[config.mk]
export PLATFORM = sky130hd
export DESIGN_NAME = seg7_scan_mux
export DESIGN_NICKNAME = d
export VERILOG_FILES = /design/src/rtl/seg7_pkg.sv /design/src/rtl/bcd_to_seg7.sv /design/src/rtl/seg7_scan_mux.sv
export SDC_FILE = /design/constraint.sdc
export NUM_CORES = 1
export LEC_CHECK = 0
export CORE_ASPECT_RATIO = 0.7
export CORE_MARGIN = 4
export CORE_UTILIZATION = 30
export DETAILED_ROUTE_END_ITERATION = 6
export GPL_ROUTABILITY_DRIVEN = 0
export PLACE_DENSITY = 0.57
export SYNTH_ARGS = -nofsm -noshare
export SYNTH_HDL_FRONTEND = slang
export SYNTH_SLANG_ARGS = --single-unit
export TNS_END_PERCENT = 5
[constraint.sdc]
create_clock -name clk -period 1.9 [get_ports clk]
set_clock_uncertainty 0.1 [all_clocks]
set_input_delay 0.57 -clock clk [delete_from_list [all_inputs] [get_ports clk]]
set_output_delay 0.57 -clock clk [all_outputs]
set_load 0.05 [all_outputs]
[src/rtl/seg7_pkg.sv]
// Shared constants and types for the 7-segment scan path.
// Glyphs are active-low, bit6=g .. bit0=a.
package seg7_pkg;

  typedef logic [3:0] digit_t;

  localparam logic [6:0] SEG_0 = 7'b1000000;
  localparam logic [6:0] SEG_1 = 7'b1111001;
  localparam logic [6:0] SEG_2 = 7'b0100100;
  localparam logic [6:0] SEG_3 = 7'b0110000;
  localparam logic [6:0] SEG_4 = 7'b0011001;
  localparam logic [6:0] SEG_5 = 7'b0010010;
  localparam logic [6:0] SEG_6 = 7'b0000010;
  localparam logic [6:0] SEG_7 = 7'b1111000;
  localparam logic [6:0] SEG_8 = 7'b0000000;
  localparam logic [6:0] SEG_9 = 7'b0010000;

  localparam logic [6:0] SEG_OFF   = 7'h7F;
  localparam logic [6:0] SEG_DASH  = 7'b0111111;
  localparam logic [7:0] DIGIT_OFF = 8'hFF;

endpackage

[src/rtl/bcd_to_seg7.sv]
// Combinational BCD to active-low glyph decoder.
// Non-decimal codes render as a dash.
module bcd_to_seg7
  import seg7_pkg::*;
(
  input  logic [3:0] digit,
  output logic [6:0] seg
);

  always_comb begin
    unique case (digit)
      4'd0:    seg = SEG_0;
      4'd1:    seg = SEG_1;
      4'd2:    seg = SEG_2;
      4'd3:    seg = SEG_3;
      4'd4:    seg = SEG_4;
      4'd5:    seg = SEG_5;
      4'd6:    seg = SEG_6;
      4'd7:    seg = SEG_7;
      4'd8:    seg = SEG_8;
      4'd9:    seg = SEG_9;
      default: seg = SEG_DASH;
    endcase
  end

endmodule

[src/rtl/seg7_scan_mux.sv]
// Multiplexed scanner for a common-anode 7-segment bank.
// Define SEG7_LZB_EN to compile in leading-zero blanking.
module seg7_scan_mux
  import seg7_pkg::*;
#(
  parameter int DIGITS       = 3,
  parameter int REFRESH_DIV  = 50000,
  parameter int BLANK_CYCLES = 500
) (
  input  logic                  clk,
  input  logic                  rst_n,
  input  logic [4*DIGITS-1:0]   bcd,
  output logic [6:0]            seg,
  output logic [7:0]            display,
  output logic                  frame_tick
);

  localparam int CW = (REFRESH_DIV > 1) ? $clog2(REFRESH_DIV) : 1;
  localparam int SW = (DIGITS > 1) ? $clog2(DIGITS) : 1;

  logic [CW-1:0]       cnt;
  logic [SW-1:0]       slot;
  logic [4*DIGITS-1:0] snap;

  logic       cnt_end;
  logic       frame_end;
  logic       blank;
  logic       hide;
  digit_t     d;
  digit_t     cur;
  logic [6:0] glyph;
  logic [6:0] seg_d;
  logic [7:0] disp_d;
`ifdef SEG7_LZB_EN
  logic       lead;
`endif

  assign cnt_end    = cnt == CW'(REFRESH_DIV - 1);
  assign frame_end  = cnt_end && (slot == SW'(DIGITS - 1));
  assign frame_tick = frame_end;
  assign blank      = int'(cnt) < BLANK_CYCLES;

  // Pick the snapshot digit for the current slot; digit 0 is the MSD.
  always_comb begin
    d    = '0;
    cur  = '0;
    hide = 1'b0;
`ifdef SEG7_LZB_EN
    lead = 1'b1;
`endif
    for (int i = 0; i < DIGITS; i++) begin
      d = snap[4*(DIGITS-1-i) +: 4];
`ifdef SEG7_LZB_EN
      lead = lead && (d == 4'd0);
`endif
      if (slot == SW'(i)) begin
        cur = d;
`ifdef SEG7_LZB_EN
        hide = lead && (i != DIGITS - 1);
`endif
      end
    end
  end

  bcd_to_seg7 u_dec (
    .digit (cur),
    .seg   (glyph)
  );

  always_comb begin
    seg_d  = glyph;
    disp_d = ~(8'h80 >> slot);
    if (blank || hide) begin
      seg_d  = SEG_OFF;
      disp_d = DIGIT_OFF;
    end
  end

  always_ff @(posedge clk or negedge rst_n) begin
    if (!rst_n) begin
      cnt     <= '0;
      slot    <= '0;
      snap    <= '0;
      seg     <= SEG_OFF;
      display <= DIGIT_OFF;
    end else begin
      cnt <= cnt_end ? '0 : cnt + 1'b1;
      if (cnt_end)
        slot <= (slot == SW'(DIGITS - 1)) ? '0 : slot + 1'b1;
      if (frame_end)
        snap <= bcd;
      seg     <= seg_d;
      display <= disp_d;
    end
  end

endmodule

==> Word-level counts from Yosys, hierarchy flattened <==
Memories as Yosys holds them, arrays and structs flattened.
Index checks and enable logic that the tools add are counted.
{ "totals": {"reg_bits": 45, "romBits": 112, "out_inout_bits": 16, "memories": 1} }
{ "op_classes": {"n_addsub": 2, "magnitude_cmp": 1, "eq_ne": 3, "n_shift": 1, "n_mux": 7, "bitwise": 1, "reduce_logical": 2} }
{ "mem_list": {"columns": ["name", "words", "width", "read_ports", "rd_ports_with_merged_regs", "wr", "line", "source"], "rows": [
  ["(no name shown)", 16, 7, 1, 0, 0, "bcd_to_seg7.sv:11", "unique case (digit)"]
]} }
{ "op_table": {"columns": ["operator", "count"], "rows": [
  ["$add 16x1->16 const B", 1],
  ["$eq 16x16->1 const B", 1],
  ["$lt 16x9->1 const B", 1],
  ["$mux 16", 1],
  ["$mux 4", 3],
  ["$mux 8", 1],
  ["$not 8->8", 1],
  ["$shr 8x2->8 const A", 1],
  ["$mux 7", 1],
  ["$add 2x1->2 const B", 1],
  ["$eq 2x1->1 const B", 1],
  ["$eq 2x2->1 const B", 1],
  ["$logic_not 2->1", 1],
  ["$mux 2", 1],
  ["$logic_and 1x1->1", 1]
]} }

==> Logic depth before layout (Yosys ltp) <==
Gate-level depths: netlist (run 1).
An unclocked memory read counts as a cell.
{ "depth": {"depth_word": 6, "depth_mapped": 8} }

==> Cells and area by module <==
Synthesis (run 1) repeated with hierarchy kept, for this count alone.
{ "unflattened": {"cells_unflattened": 185, "hier_area_um2": 2070.7} }
{ "modules_own_cells": {"columns": ["mod", "n_inst", "cells_each", "area_each_um2"], "rows": [
  ["seg7_scan_mux", 1, 152, 1865.5],
  ["bcd_to_seg7", 1, 33, 205.2]
]} }

==> Worst setup path before layout (run 1) <==
No wires, ideal clock.
{ "synth_timing": {"path_type": "flip-flop to output port", "start": "register cnt[10]", "end": "output frame_tick", "t_arrival_ns": 1.520, "t_required_ns": 1.230, "slack_ns": -0.290, "path_stages_with_launch": 4, "path_buffers": 0, "path_cell_list": "dfrtp_1 -> or4_4 -> nor2_1 -> and3_1"} }
{ "synth_between": {"elab_chain_len": 2} }
{ "synth_rtl": {"columns": ["item", "line", "source"], "rows": [
  ["start: declaration", "seg7_scan_mux.sv:21", "logic [CW-1:0] cnt;"],
  ["start signal: assignment", "seg7_scan_mux.sv:87", "cnt <= cnt_end ? '0 : cnt + 1'b1;"],
  ["$eq 16x16->1", "seg7_scan_mux.sv:38", "assign cnt_end = cnt == CW'(REFRESH_DIV - 1);"],
  ["$logic_and 1x1->1", "seg7_scan_mux.sv:39", "assign frame_end = cnt_end && (slot == SW'(DIGITS - 1));"],
  ["end: declaration", "seg7_scan_mux.sv:15", "output logic frame_tick"]
]} }
Every way passes these cells.

==> Worst setup path in the final report (run 1) <==
{ "layout_timing": {"start": "register cnt[13]", "end": "output frame_tick"} }
The elaborated chain is that of the path after synthesis.

==> results of run 1 <==
-- worst max path at each step --
stage	from	end	cells after the start
6_report	cnt[13]	frame_tick	4
5_1_grt	cnt[13]	frame_tick	4
4_1_cts	cnt[13]	frame_tick	4
3_5_place_dp	cnt[10]	frame_tick	4
3_3_place_gp	cnt[10]	frame_tick	4
2_1_floorplan	cnt[7]	snap[10]	5
-- routing by layer --
layer	part of all wire (%)	vias up	GRT usage [%]
met5	0	-	0
met3	4.3	5	3.30
li1	-	725	-
met1	51	713	16.3
met4	1.6	0	6.19
met2	43	31	16.4
-- cell type report --
type	count	area, um^2
clock inverter	3	65.1
tap	78	97.6
timing repair buffer	64	683
multi-input combinational	115	903
inverter	6	22.5
fill	566	3390
sequential	41	1040
clock buffer	5	68.8
-- metrics by stage --
stage / instances / setup slack [ns]
after floorplan: 173 / -0.129
after detailed placement: 302 / -0.142
after CTS: 312 / -0.433
final: 312 / -0.408
after global placement: 302 / -0.133
after global routing: 312 / -0.472
-- critical path: cells and delay by family, from the launching register on --
kind	cells	cell delay [ns]
DFF	1	0.39
buffers and inverters	1	0.13
and+or+nand+nor	3	0.82
-- logic make-up after synthesis --
kind of cell	synth area share (%)
DFF	53.1
xor gates and xnor gates	5.37
adders and majority gates	1.28
and+or+nand+nor	14.8
buffers and inverters	4.54
other	0.192
muxes	11.9
AOI/OAI and AO/OA	8.82
-- state kept, by name (all words and copies together) (netlist names) --
signal   flops
slot         2
display      4
snap        12
cnt         16
seg          7
-- synth_stat cells, drive strengths merged, types with 6 or more instances --
library cell  instances
mux2                 13
inv                   6
nand2                 8
nand4                 6
xnor2                 7
buf                   7
dfrtp                30
nor2                 16
o21ai                 6
a21oi                 6
dfstp                11
nand3                 8
-- what timing repair did --
action,CTS,global route
setup endpoints to repair,15,18
buffers inserted,2,0
resized for setup,3,7
pin swaps,4,0
hold endpoints to repair,0,0
cloned,0,0
-- power by group --
part / switching [W] / total (W) / internal, W
registers: 0.00000959 / 0.000896 / 0.000886
logic: 0.0000633 / 0.000131 / 0.0000681
clock network: 0.000306 / 0.000827 / 0.000522
==> metrics.txt, run 1 <==
run status=finished with violations; violated checks=setup timing; Starting Density=a little under a third; share of the synthesized area in the top cell type=38.3%; synthesized area per cell=between 10 and 15 um^2; Via density=~4.7; area grow syn2layout=47.2%; Tmin final=between 2 and 2.5 ns; cts hold-fix bufs=0; CORE AREA=6280 um^2; # setup viols final=14; Worst Setup End Kind=primary output; setup ws final=-0.408 ns; R2R depth=6; Max Freq=~430 MHz; count of cell types in the netlist=35; TritonCTS Buffers=5; reg2reg start=cnt[13]; Seq cells post-synth=41; hold slack final=between 0.1 and 0.15 ns; WP data required=around 1.2 ns; overall power=0.00185 W; share of cells above drive strength 1=about 44%; reg-to-reg endpoint=snap[5]; final instance area=roughly 2900 um^2; post-route ant nets=0; nets=~250; fin. max-slew vios=0; Chip Width=between 100 and 150 um; CTS H-tree lvls=2; GRT Overall Usage=11.6%; PD cells=644 nW/um^2; CP max FO=2; CP peak stage delay=~0.54 ns; first-pass GRT wire length=just over 7 mm; largest net degree at the start of global routing=24; leak pwr=1.31 nW; Routed WL per cell=about 14 um; Crit Path Category=flip-flop to primary output; n_diodes=0; post-DP HPWL=3.15 mm; Die ar.=between 7000 and 8000 um^2; Yosys warnings=0; CTS tree=built; Post-synth EDFFs=0; commonest non-fill, non-tap cell in the layout=buf_4; startpoint types=flip-flop; clock slew at reported path FFs=about 0.080 ns; via count=1474; ranking of synthesized cells by area=dfrtp_1 (38%), dfstp_2 (15%), mux2_4 (7.7%), xnor2_1 (3.1%), nor2_1 (3.1%); sequential element share of the synthesized area=a little over half; period utilization=121%; routed wire length=4.23 mm; clock buffer depth=2; hold crit path type=input pin to async pin; Final Hold Violating Endpoints=0; total gr overflow=0; ys async rst share=100%; num rows=24; crit path DAT=between 1.5 and 2 ns; Syn Std Cell Area=~2000 um^2; vias in the first global route=1435; DRC viols=0; slowest CP cell=or4_4; Util after Layout=45.9%; Syn Inst Count=170; most frequent cells in the layout=buf_4 (37), dfrtp_1 (29), nor2_1 (15), buf_12 (14), clkdlybuf4s50_1 (12); critical-path cell list=or4_4, nor2_2, and3_4, buf_12; top_reg_cell synth=dfrtp_1; Max IR drop VDD=approximately 0.00025 V; Max Cap Viol=0; Iter 0 DRT Violations=65; RSZ-0062 raised after global routing=true; Clock Latency Late Sink=approximately 0.3 ns; number of port buffers=25; cell taking the most area after synthesis=dfrtp_1; initial antenna violation count=0; Reg2Reg Setup Slack=-0.17 ns; TNS Setup=-2.52 ns; IO Pins=30; Num Clock Sinks=41; dpl cell area=about 2700 um^2; CTS root buf=clkbuf_8; Pre-antenna DRT Iters=4; Die Span Y=~76 um
(Power assumes the default switching activity.)
==> run 2, diff against run 1 <==
==> constraint.sdc (replaced) <==
create_clock -name clk -period 1.9 [get_ports clk]
set_clock_uncertainty 0.1 [all_clocks]
set_input_delay 0.38 -clock clk [delete_from_list [all_inputs] [get_ports clk]]
set_output_delay 0.38 -clock clk [all_outputs]
set_load 0.05 [all_outputs]
==> run 2 against run 1 <==
Against the previous run: the flow still finishes with violations (setup timing); sequential power about the same; first-iteration DRC count grew 29%; non-clock buffer count shrank 5; largest cell class unchanged.
==> metrics.txt, run 2 (synthesized netlist as in run 1, its figures left out) <==
startpoint types=flip-flop (unchanged); IO Pins=30 (unchanged); vias in the first global route=1517 (was 1435); Pre-antenna DRT Iters=4 (unchanged); hold crit path type=input pin to async pin (unchanged); Starting Density=31.2% (unchanged); commonest non-fill, non-tap cell in the layout=buf_4 (unchanged); share of cells above drive strength 1=40.6% (was 43.6%); Largest regs=cnt x16, snap x12, seg x7 (unchanged); worst path bufs/invs=1 (unchanged); CP max FO=2 (unchanged); TritonCTS Buffers=5 (unchanged); Max Freq=471 MHz (was 433 MHz); switching power=0.000355 W (was 0.000379 W); routed wire length=4.29 mm (was 4.23 mm); worst slew pin tran=0.516 ns; WP data required=1.42 ns (was 1.23 ns); post-DP HPWL=3.26 mm (was 3.15 mm); n_diodes=0 (unchanged); max FFs per register=16 (unchanged); Chip Width=105 um (unchanged); switching share of power=22.3% (was 20.4%); pre-CTS WS=-0.0748 ns (was -0.142 ns); most frequent cells in the layout=buf_4 (35), dfrtp_1 (29), nor2_1 (15), clkdlybuf4s50_1 (12), dfstp_2 (11) (was buf_4 (37), dfrtp_1 (29), nor2_1 (15), buf_12 (14), clkdlybuf4s50_1 (12)); area grow syn2layout=41.1% (was 47.2%); combinational cell fraction of total power=8.0% (was 7.1%); PD cells=577 nW/um^2 (was 644 nW/um^2); largest net degree at the start of global routing=42 (was 24); Routed WL per cell=14.0 um (was 13.5 um); period utilization=112% (was 121%); Final Hold Violating Endpoints=0 (unchanged); Max Cap Viol=0 (unchanged); CTS tree=built (unchanged); clock slew at reported path FFs=0.08 ns (about the same); DRC viols=0 (unchanged); sequential power share=56.2% (was 48.3%); Crit Path Category=flip-flop to primary output (unchanged); setup ws final=-0.222 ns (was -0.408 ns); leak pwr=1.24 nW (was 1.31 nW); CTS H-tree lvls=2 (unchanged); critical-path cell list=or4_4, nor2_2, and3_4, buf_12 (unchanged); first-pass GRT wire length=7.41 mm (was 7.12 mm); fin. max-slew vios=0 (unchanged); Clock Power Share=35.8% (was 44.6%); Die Span Y=75.6 um (unchanged); GRT Overall Usage=11.9% (was 11.6%); Biggest register=cnt (unchanged); Iter 0 DRT Violations=84 (was 65); CORE AREA=6280 um^2 (unchanged); CTS root buf=clkbuf_8 (unchanged); num rows=24 (unchanged); Num Clock Sinks=41 (unchanged); Max IR drop VDD=0.000307 V (was 0.000248 V); RSZ-0062 raised after global routing=true (unchanged); crit path DAT=1.64 ns (about the same); initial antenna violation count=0 (unchanged); total gr overflow=0 (unchanged); run status=finished with violations (unchanged); number of port buffers=25 (unchanged); fill count=576 (was 566); Worst Setup End Kind=primary output (unchanged); clock buffer depth=2 (unchanged); overall power=0.00159 W (was 0.00185 W); via count=1428 (was 1474); post-route ant nets=0 (unchanged); nets=244 (was 249); slowest CP cell=or4_4 (unchanged); cell-internal power=0.00124 W (was 0.00148 W); violated checks=setup timing (unchanged); relative slew slack=65.6%; Clock Latency Late Sink=0.29 ns (was 0.30 ns); CP peak stage delay=0.55 ns (was 0.54 ns); # setup viols final=14 (unchanged); Die ar.=7900 um^2 (unchanged); Tmin final=2.12 ns (was 2.31 ns); CP top delay family=simple AND/OR/NAND/NOR gates (unchanged); TNS Setup=-1.92 ns (was -2.52 ns); Via density=4.65 (was 4.72)
-- run 2: cell count changes in the layout (fill, tap and decap cells not counted), sizes merged --
cell / change
buf: -5
bufinv: -2
clkbuf: +1
clkinv: +1
-- run 2: path summary, 6_finish.rpt --
kind                          from          to  slack [ns]  depth (start not counted)
setup / recovery           cnt[10]  frame_tick       -0.22                          4
hold / removal               rst_n     cnt[11]        0.03                          2
setup reg to reg           cnt[10]     snap[7]       -0.14                          6
hold reg to reg            snap[9]     snap[9]        0.41                          1
max in group asynchronous    rst_n     slot[0]        1.28                          2
min in group clk           snap[9]     snap[9]        0.41                          1
-- run 2: final cells by class --
cell class                 count  area [um^2]  area share [%]
clock inverter                 2         8.76           0.317
timing repair buffer          59          599            21.7
clock buffer                   6         82.6            2.99
sequential                    41         1040            37.7
multi-input combinational    115          911            33.0
inverter                       6         22.5           0.815
tap                           78         97.6            3.53
-- run 2: layer usage --
layer  vias to the layer above  track usage (%)  part of all wire, %
li1                        715                -                    -
met1                       662             17.2                   54
met2                        45             17.1                   38
met3                         6             3.39                  6.5
met4                         0             4.13                  1.6
met5                         -                0                    0
-- run 2: power groups by stage --
| stage | Sequential, W | Clock [W] | Combinational, W |
|---|---|---|---|
| after CTS | 0.000895 | 0.000597 | 0.000127 |
| after floorplan | 0.000908 | 0 | 0.0000657 |
| after global routing | 0.000898 | 0.000635 | 0.000140 |
| after detailed placement | 0.000911 | 0 | 0.000126 |
| after global placement | 0.000911 | 0 | 0.000125 |
| final | 0.000896 | 0.000570 | 0.000127 |
-- run 2: through the flow --
stage | cell area (um^2) | hold slack [ns] | instances | utilization [%]
final | 2760 | 0.0344 | 307 | 44.0
after global routing | 2760 | 0.0820 | 307 | 44.0
after CTS | 2740 | 0.0596 | 307 | 43.6
after detailed placement | 2600 | 0.377 | 298 | 41.4
after global placement | 2600 | 0.380 | 298 | 41.4
after floorplan | 1980 | -0.0156 | 173 | -
-- run 2: worst register-to-register path, delay by kind of cell, from the launching register on --
kind	cells	cell delay, ns
DFF	1	0.39
muxes	1	0.30
and+or+nand+nor	3	0.82
buffers and inverters	2	0.32
-- run 2: timing repair --
| item | CTS | global route |
|---|---|---|
| hold buffers | 0 | 0 |
| resized for setup | 8 | 4 |
| setup endpoints to repair | 15 | 23 |
| pin swaps | 3 | 2 |
| setup buffers | 1 | 0 |
| cloned | 0 | 0 |
